**config.mk**
```make
export PLATFORM = sky130hd
export DESIGN_NAME = mem_port_arbiter
export DESIGN_NICKNAME = d
export VERILOG_FILES = /design/src/rtl/mem_port_arbiter.sv
export SDC_FILE = /design/constraint.sdc
export NUM_CORES = 1
export LEC_CHECK = 0
export CAP_MARGIN = 20
export CORE_AREA = 2 2 86 88
export DETAILED_ROUTE_END_ITERATION = 12
export DIE_AREA = 0 0 88 90
export MAX_ROUTING_LAYER = met4
export PLACE_DENSITY = 0.74
export RECOVER_POWER = 25
export SETUP_SLACK_MARGIN = 0.5
export SLEW_MARGIN = 15
export SYNTH_ARGS = -nofsm -noshare
export SYNTH_HDL_FRONTEND = slang
export SYNTH_SLANG_ARGS = --single-unit
```
**constraint.sdc**
```tcl
create_clock -name clk -period 1 [get_ports clk]
set_input_delay 0.15 -clock clk [delete_from_list [all_inputs] [get_ports clk]]
set_output_delay 0.15 -clock clk [all_outputs]
set_load 0.02 [all_outputs]
```
**src/rtl/mem_port_arbiter.sv**
```systemverilog
// Shares one single-port BRAM between instruction fetch (IF) and data (D) requesters.
// D has strict priority; define ARB_STARVE_GUARD_EN to bound how long IF can be denied.
module mem_port_arbiter #(
    parameter int ADDR_WIDTH   = 14,
    parameter int DATA_WIDTH   = 32,
    parameter int STARVE_LIMIT = 4
) (
    input  logic                  clk,
    input  logic                  rst,

    input  logic                  if_req,
    input  logic [ADDR_WIDTH-1:0] if_addr,
    output logic                  if_gnt,
    output logic                  if_rvalid,
    output logic [DATA_WIDTH-1:0] if_rdata,

    input  logic                  d_req,
    input  logic [3:0]            d_we,
    input  logic [ADDR_WIDTH-1:0] d_addr,
    input  logic [DATA_WIDTH-1:0] d_wdata,
    output logic                  d_gnt,
    output logic                  d_rvalid,
    output logic [DATA_WIDTH-1:0] d_rdata,

    output logic                  mem_en,
    output logic [3:0]            mem_we,
    output logic [ADDR_WIDTH-1:0] mem_addr,
    output logic [DATA_WIDTH-1:0] mem_din,
    input  logic [DATA_WIDTH-1:0] mem_dout
);

    typedef enum logic [1:0] {
        IDLE  = 2'd0,
        IF_RD = 2'd1,
        D_RD  = 2'd2,
        D_WR  = 2'd3
    } state_t;

    typedef struct packed {
        logic                  en;
        logic [3:0]            we;
        logic [ADDR_WIDTH-1:0] addr;
        logic [DATA_WIDTH-1:0] din;
    } mem_req_t;

    state_t   state, state_nxt;
    mem_req_t mreq;
    logic     force_if;

`ifdef ARB_STARVE_GUARD_EN
    localparam int CNT_W = ($clog2(STARVE_LIMIT + 1) > 3) ? $clog2(STARVE_LIMIT + 1) : 3;

    logic [CNT_W-1:0] starve_cnt;

    // Flip priority only while IF is still asking, so D is never blocked for nothing.
    assign force_if = if_req && (starve_cnt >= CNT_W'(STARVE_LIMIT));

    always_ff @(posedge clk or posedge rst) begin
        if (rst) begin
            starve_cnt <= '0;
        end else if (if_gnt || !if_req) begin
            starve_cnt <= '0;
        end else if (starve_cnt != {CNT_W{1'b1}}) begin
            starve_cnt <= starve_cnt + 1'b1;
        end
    end
`else
    assign force_if = 1'b0;
`endif

    // Grants are suppressed while reset is held so no access reaches the memory.
    always_comb begin
        d_gnt  = 1'b0;
        if_gnt = 1'b0;
        if (!rst) begin
            if (force_if) begin
                if_gnt = if_req;
            end else begin
                d_gnt  = d_req;
                if_gnt = if_req & ~d_req;
            end
        end
    end

    always_comb begin
        mreq = '0;
        if (d_gnt) begin
            mreq.en   = 1'b1;
            mreq.we   = d_we;
            mreq.addr = d_addr;
            mreq.din  = d_wdata;
        end else if (if_gnt) begin
            mreq.en   = 1'b1;
            mreq.addr = if_addr;
        end
    end

    assign mem_en   = mreq.en;
    assign mem_we   = mreq.we;
    assign mem_addr = mreq.addr;
    assign mem_din  = mreq.din;

    always_comb begin
        state_nxt = IDLE;
        if (d_gnt && d_we == 4'b0000) begin
            state_nxt = D_RD;
        end else if (d_gnt) begin
            state_nxt = D_WR;
        end else if (if_gnt) begin
            state_nxt = IF_RD;
        end
    end

    always_ff @(posedge clk or posedge rst) begin
        if (rst) begin
            state <= IDLE;
        end else begin
            state <= state_nxt;
        end
    end

    assign if_rvalid = (state == IF_RD);
    assign d_rvalid  = (state == D_RD);
    assign if_rdata  = if_rvalid ? mem_dout : '0;
    assign d_rdata   = d_rvalid  ? mem_dout : '0;

endmodule

```
==> metrics.txt <==
Vias/cell=between 3 and 4; maximum clock insertion buffer count=2; largest registers=state x2; Synthesized Nets=between 200 and 250; slowest stage delay, CP=between 0.3 and 0.4 ns; CP bufs+invs=3; PnR worst setup slack=-0.480 ns; Startpoint Class=register; post-DR wirelength/cell=between 10 and 15 microns; Hold Crit Class=in2async; post-place setup slack=-1.07 ns; synth unique cells=15; critical-path cell list=and2b_4 -> buf_6 -> buf_16 -> and2_4 -> buf_6; vias=between 1500 and 2000; placed cell areas=roughly 3700 sq um; floorplan row count=31; Tmin final=roughly 1.5 ns; ant diodes=0; Max Clock Freq=0.676 GHz; Finished Layout Cells=between 400 and 500; I/O Buffers=about 220; CP top delay family=flip-flops; Leakage=about 2.1 nW; Num Clock Sinks=2; sequential-to-total area share from yosys stat=5.19%; violated checks=hold timing, setup timing; GPL Wtd Cong=0.782; DRC Markers=0; Reg clk slew, reported paths=approximately 0.03 ns; Slowest cell on crit path=dfrtp_1; die area=approximately 7900 sq um; Final nets=492; final setup fails=between 100 and 150; Worst Path Max Fanout=12; Core ar.=around 7000 sq um; GRT Util Overall=~17%; total negative slack=-37.92 ns; Biggest register=state; most frequent cell on the critical path=buf_6; Arr. time, crit path=approximately 1.3 ns; Crit Path Class=reg2out; MaxCap Viol Count=0; Die H=~90 microns; largest net degree at the start of global routing=34; Routed Wire Length=approximately 7.3 mm; number of synthesis warnings=0; #FFs+latches synth=2; required time of the critical path=~0.85 ns; Syn Area/Cell=roughly 7 sq um; CTS Buf Count=3; CTS tree=done; die width=88 microns; mapped cell area=between 900 and 1000 sq um; Power Density=about 540 nW/um^2; layout cell share with drive strength beyond 1=75.1%; dpl hpwl=roughly 5.3 mm; Area Growth Syn to Fin=369%; vias in the first global route=2015; Worst setup EP type=output port; post-route ant nets=0; fin util=64.3%; GRT overflow=0; DRT iter0 DRCs=23; Worst Tran Pin Value=0.229 ns; first-pass GRT wire length=~10 mm; max_slew headroom=between 80% and 90%; max reg flops=2; # H-tree levels=1; Hold Fails Final Rpt=2; Layout Cell Area excl Fill=around 4500 sq um; synthesized instance count=about 140; Initial Utilization=13.7%; max-slew violations=0; fin crit share=148%; I/O pin total=219; Root Driver=clkbuf_8; Worst Hold Slack=-0.0240 ns; Pwr Total=2.42 mW; DRT Pass-1 Iters=4; RSZ-0062 raised after global routing=yes; DP Cell Count=between 400 and 500; Max VDD drop=around 0.28 mV; initial antenna violation count=0; outcome=finished, violations left
[path summary, 6_finish.rpt]
check | startpoint | to | cells after the start
setup / recovery | state[1] | d_rdata[1] | 5
hold / removal | rst | state[1] | 3
max in group asynchronous | rst | state[0] | 3
min in group clk | rst | state[0] | 3
[cell families (layout without fill, tap and decap cells)]
group	Yosys count	in the layout	share of synthesized area, %
AO/OA/AOI/OAI	15	15	13.6
flip-flops	2	2	5.20
buffers and inverters	13	266	10.0
AND/OR/NAND/NOR	107	107	71.2
[cell type report]
cell class              count  area, sq um
multi-input cells         122         1230
well taps                  99          124
fillers                   552         2500
inverters                   1         3.75
clock buffers               3         41.3
repair buffers            262         3060
flip-flops and latches      2         50.0
[cells in the final DEF, fill, tap and decap left out, drive strengths merged]
cell type        n
clkdlybuf4s50   92
dfrtp            2
inv              1
buf            165
nor2b            2
nor2             2
clkdlybuf4s15    1
a211oi           1
and2b            1
a22o            14
nor4             1
nor3b            1
clkbuf           7
and2           100
[Yosys cell counts (all sizes together)]
master	instances	area [sq um]
and2	100	626
nor3b	1	18.8
nor2b	2	20.0
nor2	2	7.51
and2b	1	7.51
dfrtp	2	50.1
a211oi	1	7.51
clkbuf	4	15.0
inv	1	3.75
buf	8	77.6
nor4	1	6.26
a22o	14	124
[layer usage]
layer / vias up / part of all wire (%) / GRT usage (%)
met5: - / 0 / -
met4: 0 / 1.6 / 2.56
met3: 8 / 8.5 / 4.04
met2: 129 / 59 / 34.8
met1: 866 / 30 / 16.2
li1: 944 / - / -
[what timing repair did]
item / 4_1_cts / 5_1_grt
setup endpoints to repair: 123 / 121
hold endpoints to repair: 2 / 2
pin swaps: 16 / 22
setup buffers: 15 / 6
gates resized for setup: 771 / 35
gates cloned: 9 / 4
[power breakdown]
part           internal, mW  switching (mW)
registers            0.0865         0.00325
clock network         0.254          0.0609
logic                  1.28           0.733
[tightest hold or removal path: stages]
cell and delay, ns:
buf_8 0.11, clkbuf_1 0.15, inv_1 0.11
Note: power is estimated with default switching activity, not from simulation.
==> variant 1 (same settings) <==
The 4 states of `state_t` get a Gray code encoding in 2 bits.
--- a/src/rtl/mem_port_arbiter.sv
+++ b/src/rtl/mem_port_arbiter.sv
@@ -31,8 +31,8 @@
 
     typedef enum logic [1:0] {
-        IDLE  = 2'd0,
-        IF_RD = 2'd1,
-        D_RD  = 2'd2,
-        D_WR  = 2'd3
+        IDLE  = 2'b00,
+        IF_RD = 2'b01,
+        D_RD  = 2'b11,
+        D_WR  = 2'b10
     } state_t;
 
Function: no difference found for any inputs over 10 cycles, from zero or initial values and one cycle with rst high; not proved beyond that.
==> variant 1 against the original RTL <==
  * The flow finishes with violations (negative setup slack)
  * Critical path depth stayed put
  * Total power is 16% lower
  * Utilization is 2.9 points lower
  * Wire length is 9.8% higher
  * Sequential cell count stayed put
  * Maximum frequency is 2.0% higher
  * Setup slack better by 0.029 ns
  * Synthesized area is 0.91% higher
  * Final area is 4.4% lower
  * Critical endpoint is now if_rdata[27]
  * Largest power group unchanged
==> variant 1: results (changes against the original RTL) <==
- Outcome: finished, violations left (unchanged)
- Failing checks: negative setup slack (was negative hold slack, negative setup slack)
- WL final: 8.00 mm (was 7.28 mm)
- CP arrival: 1.30 ns (was 1.33 ns)
- Seq cells post-synth: 2 (unchanged)
- Routability cong.: 0.758 (was 0.782)
- Synthesized net count: 241 (was 237)
- Met1 global-route usage: 18.7% (was 16.2%)
- Worst Path Max Fanout: 8 (was 12)
- Met2 Resource Use GR: 36.9% (was 34.8%)
- DP Cell Count: 454 (was 452)
- Vias per std cell: 4.17 (was 3.98)
- Finished Layout Cells: 497 (was 489)
- Seq/Total Area, Yosys: 5.15% (was 5.19%)
- Fraction of area in non-clock buffers: 67.3% (was 67.8%)
- Final setup viols: 116 (was 119)
- First-pass GRT wire length: 11.3 mm (was 10.5 mm)
- Top area cells in the synthesized netlist: and2_1, and3_1, a22o_1, buf_6, dfrtp_1 (was and2_1, a22o_1, buf_6, dfrtp_1, nor3b_4)
- GRT Util Overall: 18.4% (was 17.3%)
- Pwr Density: 470 nW/um^2 (was 535 nW/um^2)
- Filler cell count: 604 (was 552)
- Number of global-route vias before repair: 2190 (was 2015)
- Commonest cells post-synth: and2_1, and3_1, a22o_1, clkbuf_1, buf_6 (was and2_1, a22o_1, buf_6, clkbuf_1)
- ClkCell Share: 0.957% (was 0.914%)
- LEAKAGE: 2.20 nW (was 2.13 nW)
- Final WS setup: -0.451 ns (was -0.480 ns)
- Peak supply drop: 0.478 mV (was 0.277 mV)
- Fraction of layout cells with a size suffix above 1: 74.6% (was 75.1%)
- Pre-CTS WS: -1.12 ns (was -1.07 ns)
- Sequential share of cell area: 1.16% (was 1.11%)
- Slew @ Worst Pin: 0.252 ns (was 0.229 ns)
- Yosys cell types: 16 (was 15)
- Final HPWL DP: 5.37 mm (was 5.27 mm)
- Fraction of area in multi-input gates: 27.7% (was 27.3%)
- TNS Setup: -36.74 ns (was -37.92 ns)
- Signal buffers: 270 (was 262)
- Syn avg cell area: 6.89 um^2 (was 7.03 um^2)
- Initial DRC Count: 11 (was 23)
==> variant 1: cell types whose count changed in the layout (fill, tap and decap cells not counted), moves of 2 or more <==
cell | before | now
and2_4 | 100 | 68
clkdlybuf4s50_1 | 92 | 77
buf_6 | 135 | 104
buf_4 | 4 | 25
and3_4 | 0 | 2
and3_2 | 0 | 30
buf_2 | 4 | 23
dlygate4sd2_1 | 0 | 19
buf_12 | 8 | 4
==> variant 1: worst max-delay path, stage by stage, from the launching register on <==
cell,delay [ns]
dfrtp_1,0.39
nor2b_4,0.17
buf_4,0.15
buf_16,0.11
and2_4,0.13
buf_4,0.13
==> variant 1: what timing repair did <==
action | CTS | global route
pin swaps | 20 | 12
buffers inserted | 20 | 6
cloned | 10 | 4
endpoints found under the setup margin | 123 | 121
gates resized for setup | 725 | 12
==> variant 1: power breakdown <==
group / switching (mW) / total [mW] / internal [mW]
Clock: 0.0632 / 0.318 / 0.255
Sequential: 0.00320 / 0.0888 / 0.0856
Combinational: 0.598 / 1.62 / 1.02
Total: 0.664 / 2.03 / 1.36
==> variant 1: cell families after synthesis <==
logic type	share of synthesized area [%]
AND/OR/NAND/NOR	69.9
buffers and inverters	11.6
AO/OA/AOI/OAI	13.4
flip-flops	5.15
==> variant 1: routing by layer <==
layer / part of all wire, % / wire [um] / up-vias
met2: 57 / 4540 / 125
met1: 35 / 2800 / 945
met4: 0.71 / 57 / 0
li1: - / - / 993
met5: 0 / 0 / -
met3: 7.6 / 606 / 8
==> variant 1: worst paths after layout <==
check,slack (ns),depth (start not counted),to
max,-0.45,5,if_rdata[27]
min,0.28,6,state[0]
max in group asynchronous,0.61,6,state[1]
min in group clk,0.48,3,state[0]
==> variant 2 (same settings) <==
Without the edit above. `ADDR_WIDTH`: 14 -> 13.
--- a/src/rtl/mem_port_arbiter.sv
+++ b/src/rtl/mem_port_arbiter.sv
@@ -2,5 +2,5 @@
 // D has strict priority; define ARB_STARVE_GUARD_EN to bound how long IF can be denied.
 module mem_port_arbiter #(
-    parameter int ADDR_WIDTH   = 14,
+    parameter int ADDR_WIDTH   = 13,
     parameter int DATA_WIDTH   = 32,
     parameter int STARVE_LIMIT = 4
Interface: changed (resized d_addr, if_addr and mem_addr); port bits go from 219 to 216. No check against the original RTL was run, so the function may have changed too.
==> variant 2 against the original RTL <==
  * The run ends with negative setup slack left
  * Total power shrank 4.0%
  * Count of clock-buffer cells in the layout is the same
  * Final area shrank 3.4%
  * Cell count shrank 1.4%
  * Setup slack lost 0.0020 ns
  * Hold slack gained 0.21 ns
  * First-iteration DRC count shrank 35%
  * Sequential share of layout area is essentially flat
  * Synthesized area shrank 0.91%
  * Wire length shrank 8.8%
  * Sequential cell count is the same
==> variant 2: results (changes against the original RTL) <==
- Outcome: finished, violations left (unchanged)
- Failing checks: negative setup slack (was negative hold slack, negative setup slack)
- Ys async rst share: 100% (unchanged)
- Yosys cell types: 13 (was 15)
- Fraction of layout cells with a size suffix above 1: 74.7% (was 75.1%)
- Met2 Resource Use GR: 32.6% (was 34.8%)
- WL final: 6.64 mm (was 7.28 mm)
- Final setup viols: 118 (was 119)
- Post-synthesis compound-gate area fraction: 12.7% (was 13.6%)
- LEAKAGE: 2.08 nW (was 2.13 nW)
- # nets final: 483 (was 492)
- Cell Area, Placed: 3670 um^2 (was 3690 um^2)
- Filler cell count: 560 (was 552)
- Vias per std cell: 3.97 (was 3.98)
- First-pass GRT wire length: 10.4 mm (was 10.5 mm)
- Final WS setup: -0.482 ns (was -0.480 ns)
- DP Cell Count: 450 (was 452)
- CTS HTree Levels: 1 (unchanged)
- YS warnings: 0 (unchanged)
- Initial antenna violation count: 0 (unchanged)
- TNS Setup: -36.24 ns (was -37.92 ns)
- Final HPWL DP: 4.78 mm (was 5.27 mm)
- Pre-CTS WS: -1.07 ns (about the same)
- DRC: 0 (unchanged)
- Met1 global-route usage: 17.0% (was 16.2%)
- Main synth FF type: dfrtp_1 (unchanged)
- GR Util met3: 3.49% (was 4.04%)
- Worst Path Max Fanout: 8 (was 12)
- Top area cells in the synthesized netlist: and2_1, a22o_1, buf_6, dfrtp_1, nor3b_4 (unchanged)
- Biggest registers after layout: state x2 (unchanged)
- Via Count: 1912 (was 1947)
- Critical-path top delay cell: dfrtp_1 (unchanged)
- Seq/Total Area, Yosys: 5.24% (was 5.19%)
- Number of global-route vias before repair: 2020 (was 2015)
- Delay-heaviest family, CP: buffers and inverters (was flip-flops)
- Slowest stage delay, CP: 0.35 ns (was 0.39 ns)
- Syn avg cell area: 7.02 um^2 (was 7.03 um^2)
- Initial DRC Count: 15 (was 23)
- Min-delay worst type: in -> async (unchanged)
- Routability cong.: 0.771 (was 0.782)
- Clk root buf: clkbuf_8 (unchanged)
- Routed length on met1: 2.16 mm (was 2.22 mm)
- IO buf count: 215 (was 218)
- GRT Util Overall: 16.9% (was 17.3%)
- Most flop-heavy register: state (unchanged)
- Slew @ Worst Pin: 0.213 ns (was 0.229 ns)
- Met2 wire length: 3.72 mm (was 4.33 mm)
- Post-CTS sizing: 775 (was 771)
- Synthesized net count: 234 (was 237)
- Peak supply drop: 0.548 mV (was 0.277 mV)
- Largest net degree at the start of global routing: 18 (was 34)
- Met3 wire length: 674 um (was 622 um)
variant 2: changes by cell type in the layout (fill, tap and decap cells not counted), sizes merged:
| cell | delta |
|---|---|
| dlygate4sd2 | +12 |
| clkdlybuf4s50 | -12 |
| buf | -3 |
| a22o | -1 |
| nor2b | -1 |
| clkbuf | -3 |
| and2b | +1 |
variant 2: final timing paths:
path                          start           end  slack [ns]  cells past startpoint
max in group asynchronous       rst      state[1]        0.71                      5
min in group clk                rst      state[1]        0.35                      4
worst min-delay path            rst      state[0]        0.18                      5
worst max-delay path       state[0]  if_rdata[26]       -0.48                      5
variant 2: area by class of cell:
class / instances / area, um^2 / area share (%)
repair buffers: 256 / 2940 / 67.3
multi-input cells: 121 / 1210 / 27.7
well taps: 99 / 124 / 2.84
flip-flops and latches: 2 / 50.0 / 1.15
clock buffers: 3 / 41.3 / 0.947
inverters: 1 / 3.75 / 0.0861
variant 2: power breakdown:
part	internal [mW]	switching, mW
registers	0.0864	0.00167
logic	1.21	0.705
clock network	0.254	0.0622
total	1.55	0.769
